<file path="src/rtl/parking_gate_scheduler.sv">
// Shared barrier-door scheduler for a small parking lot: arbitrates entry/exit
// requesters, owns the slot occupancy vector and times each door opening.
module parking_gate_scheduler #(
    parameter int SLOTS       = 4,
    parameter int SLOT_W      = 2,
    parameter int OPEN_CYCLES = 50
) (
    input  logic              clk,
    input  logic              rst,
    input  logic              entry_req,
    input  logic              exit_req,
    input  logic [SLOT_W-1:0] exit_slot,
    output logic              entry_grant,
    output logic              exit_grant,
    output logic              reject,
    output logic [SLOT_W-1:0] assigned_slot,
    output logic [SLOTS-1:0]  occupancy,
    output logic              door_open,
    output logic              full,
    output logic              busy
);

    localparam int TIMER_W = (OPEN_CYCLES > 1) ? $clog2(OPEN_CYCLES) : 1;
    localparam int IDX_N   = 1 << SLOT_W;

    typedef enum logic [1:0] {
        IDLE       = 2'd0,
        ENTRY_OPEN = 2'd1,
        EXIT_OPEN  = 2'd2
    } state_t;

    state_t              state_q, state_d;
    logic [SLOTS-1:0]    occupancy_q, occupancy_d;
    logic [SLOT_W-1:0]   assigned_q, assigned_d;
    logic [TIMER_W-1:0]  timer_q, timer_d;
    logic                prio_exit_q, prio_exit_d;
    logic                door_q, door_d;
    logic                busy_q, busy_d;

    logic [IDX_N-1:0]    occ_ext_s;
    logic [SLOT_W-1:0]   free_idx_s;
    logic                full_s;
    logic                entry_elig_s;
    logic                exit_valid_s;
    logic                entry_win_s;
    logic                exit_win_s;
    logic                reject_s;

    assign full_s = &occupancy_q;

    // Lowest free slot, plus an index-wide occupancy view so that slot numbers
    // beyond SLOTS read as unoccupied.
    always_comb begin
        occ_ext_s              = '0;
        occ_ext_s[SLOTS-1:0]   = occupancy_q;
        free_idx_s             = '0;
        for (int i = SLOTS - 1; i >= 0; i--) begin
            if (!occupancy_q[i]) begin
                free_idx_s = SLOT_W'(i);
            end else begin
                free_idx_s = free_idx_s;
            end
        end
    end

    // Arbitration and next-state logic.
    always_comb begin
        state_d      = state_q;
        occupancy_d  = occupancy_q;
        assigned_d   = assigned_q;
        timer_d      = timer_q;
        prio_exit_d  = prio_exit_q;
        door_d       = door_q;
        busy_d       = busy_q;
        entry_elig_s = 1'b0;
        exit_valid_s = 1'b0;
        entry_win_s  = 1'b0;
        exit_win_s   = 1'b0;
        reject_s     = 1'b0;
        case (state_q)
            IDLE: begin
                entry_elig_s = entry_req & ~full_s;
                exit_valid_s = exit_req & occ_ext_s[exit_slot];
                reject_s     = exit_req & ~occ_ext_s[exit_slot];
                if (entry_elig_s && exit_valid_s) begin
                    if (prio_exit_q) begin
                        exit_win_s = 1'b1;
                    end else begin
                        entry_win_s = 1'b1;
                    end
                    prio_exit_d = ~prio_exit_q;
                end else begin
                    entry_win_s = entry_elig_s;
                    exit_win_s  = exit_valid_s;
                end
                if (entry_win_s) begin
                    occupancy_d[free_idx_s] = 1'b1;
                    assigned_d = free_idx_s;
                    timer_d    = TIMER_W'(OPEN_CYCLES - 1);
                    state_d    = ENTRY_OPEN;
                    door_d     = 1'b1;
                    busy_d     = 1'b1;
                end else if (exit_win_s) begin
                    occupancy_d[exit_slot] = 1'b0;
                    timer_d    = TIMER_W'(OPEN_CYCLES - 1);
                    state_d    = EXIT_OPEN;
                    door_d     = 1'b1;
                    busy_d     = 1'b1;
                end else begin
                    state_d    = IDLE;
                end
            end
            ENTRY_OPEN, EXIT_OPEN: begin
                if (timer_q == '0) begin
                    state_d = IDLE;
                    door_d  = 1'b0;
                    busy_d  = 1'b0;
                end else begin
                    timer_d = timer_q - TIMER_W'(1);
                end
            end
            default: begin
                state_d = IDLE;
                door_d  = 1'b0;
                busy_d  = 1'b0;
            end
        endcase
    end

    // State registers with asynchronous reset.
    always_ff @(posedge clk or posedge rst) begin
        if (rst) begin
            state_q     <= IDLE;
            occupancy_q <= '0;
            assigned_q  <= '0;
            timer_q     <= '0;
            prio_exit_q <= 1'b0;
            door_q      <= 1'b0;
            busy_q      <= 1'b0;
        end else begin
            state_q     <= state_d;
            occupancy_q <= occupancy_d;
            assigned_q  <= assigned_d;
            timer_q     <= timer_d;
            prio_exit_q <= prio_exit_d;
            door_q      <= door_d;
            busy_q      <= busy_d;
        end
    end

    // Decision pulses are suppressed while reset is held.
    assign entry_grant   = entry_win_s & ~rst;
    assign exit_grant    = exit_win_s & ~rst;
    assign reject        = reject_s & ~rst;
    assign assigned_slot = assigned_q;
    assign occupancy     = occupancy_q;
    assign door_open     = door_q;
    assign busy          = busy_q;
    assign full          = full_s;

endmodule

</file>
<file path="config.mk">
export PLATFORM = sky130hd
export DESIGN_NAME = parking_gate_scheduler
export DESIGN_NICKNAME = d
export VERILOG_FILES = /design/src/rtl/parking_gate_scheduler.sv
export SDC_FILE = /design/constraint.sdc
export NUM_CORES = 1
export LEC_CHECK = 0
export ABC_CLOCK_PERIOD_IN_PS = 2300
export CAP_MARGIN = 20
export CORE_ASPECT_RATIO = 1.4
export CORE_UTILIZATION = 39
export CTS_BUF_LIST = sky130_fd_sc_hd__clkbuf_2 sky130_fd_sc_hd__clkbuf_4 sky130_fd_sc_hd__clkbuf_8
export DETAILED_ROUTE_END_ITERATION = 12
export SLEW_MARGIN = 10
export SYNTH_ARGS = -nofsm -noshare
export SYNTH_HDL_FRONTEND = slang
export SYNTH_SLANG_ARGS = --single-unit
</file>
<file path="constraint.sdc">
create_clock -name clk -period 2.3 [get_ports clk]
set_clock_uncertainty 0.1 [all_clocks]
set_input_delay 0.23 -clock clk [delete_from_list [all_inputs] [get_ports clk]]
set_output_delay 0.23 -clock clk [all_outputs]
set_load 0.03 [all_outputs]
</file>
; Word level (Yosys, flattened, before mapping)
; Index checks and enable logic that the tools add are counted.
; Widths: inputs -> output; s select.
[classes]
n_addsub = 1
order_cmp = 4
eq_ne = 5
n_mux = 33
bitwise_logic = 13
n_reduce_logical = 14
[op_table]
columns = op, n
row1 = $mux 6, 3
row2 = $mux 1, 15
row3 = $mux 2, 7
row4 = $pmux 6 s2, 1
row5 = $mux 4, 2
row6 = $reduce_and 2->1, 4
row7 = $and 1x1->1, 6
row8 = $logic_not 6->1, 1
row9 = $lt 2x3->1 const B, 2
row10 = $sub 6x1->6 const B, 1
row11 = $and 4x4->4, 1
row12 = $demux 1 s2, 2
row13 = $ge 2x1->1 const B, 2
row14 = $ne 2x2->1 const B, 2
row15 = $not 1->1, 4
row16 = $not 4->4, 1
row17 = $or 4x4->4, 1
row18 = $pmux 2 s2, 1
row19 = $reduce_and 4->1, 1
row20 = $reduce_bool 2->1, 2
row21 = $logic_and 1x1->1, 3
row22 = $ne 3x3->1 const B, 1
row23 = $reduce_and 3->1, 1
row24 = $bmux 1 s2, 1
row25 = 5 further kinds, 5
[word_totals]
regBits = 16
input_bits = 6
output_inout_bits = 12
wordCells = 76

; Depth between registers and ports, before layout
[depth]
depth_word = 10
mapped_depth = 7
ltp_nobuf = 6

; Least setup slack after synthesis
; OpenSTA, ideal clock, no wires.
[synth_timing]
path_type = reg-to-output
startpoint = register occupancy_q[0], in the netlist occupancy[0]
endpoint = output entry_grant
t_arrival_ps = 2064
required_time_ps = 1970
path_slack_ps = -94
path_stages_with_launch = 5
n_path_buf = 1
path_cell_list = dfrtp_1 > buf_6 > mux4_2 > a311o_2 > nor2_1
[synth_between]
elab_chain_cells = 8
elab_cells_between_ends = 11
classes_between = 5 x mux / 4 x bitwise / 2 x reduce/logical
[synth_rtl]
columns = item, line_no
row1 = "start, declared", 33  ; logic [SLOTS-1:0] occupancy_q, occupancy_d;
row2 = "start signal, assigned", 142  ; occupancy_q <= occupancy_d;
row3 = $bmux 1 s2 / $reduce_and 4->1 (equally long branches), "83, 49"
row4 = $mux 1 (implied by the code) / $not 1->1 (equally long branches), "83, 82"
row5 = $and 1x1->1 (on tied branches), "83, 82"
row6 = $logic_and 1x1->1, 85  ; if (entry_elig_s && exit_valid_s) begin
row7 = $mux 1 *, 85
row8 = $mux 1 * (2 in a row), 80  ; case (state_q)
row9 = $and 1x1->1 *, 152  ; assign entry_grant = entry_win_s & ~rst;
row10 = "end, declared", 13  ; output logic entry_grant,
; Mark *: on every way between the ends. The rest lies on a longest branch, timed or not. The select of a mux whose other input is x is not followed.

; Worst setup path after layout
[layout_timing]
startpoint = register occupancy_q[2], in the netlist occupancy[2]
endpoint = output entry_grant
; Same word-level chain as after synthesis.

==> flow_summary.toml <==
[power]
ir_drop_mv = 0.694
sw_frac_of_total_pct = 45.6
pwr-share-comb_pct = 62.6
power_frac_seq_pct = 27.3
power_density_nw_per_um2 = 1430
intPower_mw = 1.02
finalPower_mw = 1.88
pwr-share-clk_pct = 10.1
switchingPower_mw = 0.857
leakage_nw = 0.596

[logic_synthesis]
muxShareOfSynthArea_pct = 4.36
yosysSeqAreaShare_pct = 41.1
yosys.area_share.simple_pct = 19.0
synth-seq-cells = 16
synth_top_area_share_pct = 41.1
synth_top_area_cell = "dfrtp_1"
synth_area_um2 = 975
syn_nets = 113
syn_avg_cell_area_um2 = 9.37
synth.top_cells.by_area = "dfrtp_1 (41%), inv_1 (4.6%), ha_1 (3.9%), nand2_1 (3.9%), a31oi_1 (3.2%)"
synth_compound_area_share_pct = 23.9
synth_top_family_by_area = "compound AO/OA/AOI/OAI gates"
yosys_warnings = 0
synth_ff_type = "dfrtp_1"
synth-edff-count = 0
syn_inst = 104
synth.distinct_cells = 40
synth_fa_ha_area_share_pct = 3.85
synth_xor_area_share_pct = 0.899
synthArstFlopShare_pct = 100

[min_path]
hold_class = "in2reg"
holdPathEnd = "occupancy[0]"
hp-start = "exit_slot[0]"
min_path_cells = 4

[floorplanning]
die_h_um = 61.2
core_area_um2 = 2390
initial_core_util_pct = 40.8
die-area_um2 = 2710
rows = 21
fp.dieW_um = 44.3
ios = 18

[sta]
fin_crit_sh_pct = 97.3
whs_ns = 0.308
period_needed_ns = 2.24
fin_setup_tns_ns = 0
slew_headroom_pct = 56.2
layout_setup_ws_ns = 0.0612
setup_violations = 0
hold_viol = 0
tightestPinTransition_ns = 0.656
rsz0062_at_grt = "no"
fmax_ghz = 0.447
slew_violations = 0

[critical_path]
reg2reg_setup_slack_ns = 0.17
crit_path_end_kind = "primary output"
crit_path_start = "occupancy[2]"
start_kind = "flip-flop"
path_class = "reg2out"
required_ns = 1.97
r2r-end = "timer_q[4]"
ff2ff_path_depth = 5
arrival_ns = 1.91
critPathMaxFanout = 7
r2r_start = "occupancy[2]"

[placed_design]
io_buffers = 17
place_congestion = 0.834
dp_slack_ns = -0.133
dpl.hpwl_mm = 1.83

[grt]
grt_max_degree = 17
grt.total_usage_pct = 20.2
grt.overflow.total = 0
grt_pass1_wl_mm = 4.00
grt_pass1_vias = 972
antenna_found_initial = 0

[job]
maxCapViolations = 0

[finish]
area_delta_synth_final_pct = 35.2
finalNetCount = 147
multiInputGateArea_um2 = 509
diodes = 0
fill_cells = 231
drive_gt1_share_pct = 21.9
ff_latch_area_um2 = 402

[clock_tree]
h-tree-depth = 1
clock_path_buffers = 2
tritoncts = "done"
cts-root-buf = "clkbuf_4"
cts.sinks = 16
postCtsSetupRepairBufs = 0
clkTransAtPathRegs_ns = 0.10
cts-buffers-inserted = 3
hold_buffers = 0
worstSkewPairLatency_ns = 0.29

[detailed_routing]
drtIter0Drc = 20
routed_wl_mm = 2.37
num_vias = 929
postRouteAntennaNets = 0
drc = 0
drtPass1Iterations = 4
wire_per_inst_um = 13.9
routed_via_density = 5.43

[status]
status = "finished clean"
==> layout make-up <==
type | count | share of cell area (%)
inverters | 12 | 3.42
multi-input cells | 73 | 38.7
repair buffers | 32 | 21.5
flip-flops and latches | 16 | 30.5
well taps | 34 | 3.23
clock buffers | 4 | 2.75
==> kinds of logic (layout without fill, tap and decap cells) <==
| group | count (synthesis) | count (layout) |
|---|---|---|
| buf+inv | 15 | 48 |
| mux | 3 | 3 |
| flops | 16 | 16 |
| compound gates | 29 | 29 |
| xor+xnor | 1 | 1 |
| fa+ha+maj | 3 | 3 |
| simple gates | 37 | 37 |
==> cells in the mapped netlist, types with 2 or more instances <==
| cell | number |
|---|---|
| dfrtp_1 | 16 |
| inv_1 | 12 |
| nand2_1 | 10 |
| nor2_1 | 8 |
| a31oi_1 | 5 |
| nand4_1 | 4 |
| a21oi_1 | 3 |
| ha_1 | 3 |
| nand3_1 | 3 |
| nor3_1 | 3 |
| o21ai_0 | 3 |
| mux2i_1 | 2 |
| nand2b_1 | 2 |
| nor3b_1 | 2 |
| o21a_1 | 2 |
| o22a_1 | 2 |
==> sequential cells by signal, indices dropped and copies added (netlist names) <==
signal,flops
assigned_slot,2
timer_q,6
prio_exit_q,1
occupancy,4
state_q,2
busy,1
==> how the worst max path moves through the flow <==
stage	depth (start not counted)	slack (ns)	to
after floorplan	3	0.03	reject
after global placement	6	-0.09	timer_q[4]
after detailed placement	6	-0.13	timer_q[4]
after CTS	5	0.01	entry_grant
after global routing	4	0.004	entry_grant
final	4	0.06	entry_grant
==> cell usage in the layout (no fill, tap or decap), types with 2 or more instances in the layout <==
cell / count
nor3b_1: 2
o21a_1: 2
ha_1: 3
nor3_1: 3
nand4_1: 4
nand2b_1: 2
a31oi_1: 5
clkdlybuf4s50_1: 13
dfrtp_1: 15
buf_4: 16
inv_1: 12
clkbuf_4: 3
o21ai_0: 3
nor2_1: 7
nand2_1: 10
o22a_1: 2
nand3_1: 3
mux2i_1: 2
a21oi_1: 3
==> worst max-delay path, stage by stage (launching register included) <==
cell,delay [ns]
dfrtp_2,0.46
mux4_2,0.52
a311o_2,0.40
nor2_2,0.10
buf_6,0.13
==> power by group through the flow <==
stage	Sequential (mW)	Combinational (mW)	Clock, mW
3_3_place_gp	0.517	1.16	0
2_1_floorplan	0.599	0.650	0
4_1_cts	0.515	1.18	0.196
6_report	0.513	1.18	0.190
3_5_place_dp	0.518	1.18	0
5_1_grt	0.528	1.28	0.206
==> metal layers <==
layer | up-vias | track usage [%] | routed length [um] | part of all wire [%]
met5 | - | 0 | 0 | 0
met4 | 0 | 12.1 | 49 | 2.1
met3 | 6 | 2.35 | 52 | 2.2
met2 | 12 | 38.0 | 1290 | 54
met1 | 459 | 21.2 | 978 | 41
li1 | 452 | - | - | -
==> timing repair <==
| action | 4_1_cts | 5_1_grt |
|---|---|---|
| endpoints found under the setup margin | 2 | 1 |
| gates resized for setup | 2 | 2 |
| gates cloned | 0 | 0 |
| pin swaps | 0 | 1 |
==> stage by stage <==
step | util (%) | instances | area [um2]
3_5_place_dp | 53.3 | 167 | 1270
4_1_cts | 54.8 | 171 | 1310
2_1_floorplan | - | 104 | 977
5_1_grt | 55.1 | 171 | 1320
3_3_place_gp | 53.3 | 167 | 1270
6_report | 55.1 | 171 | 1320
Note: power is estimated with default switching activity, not from simulation.
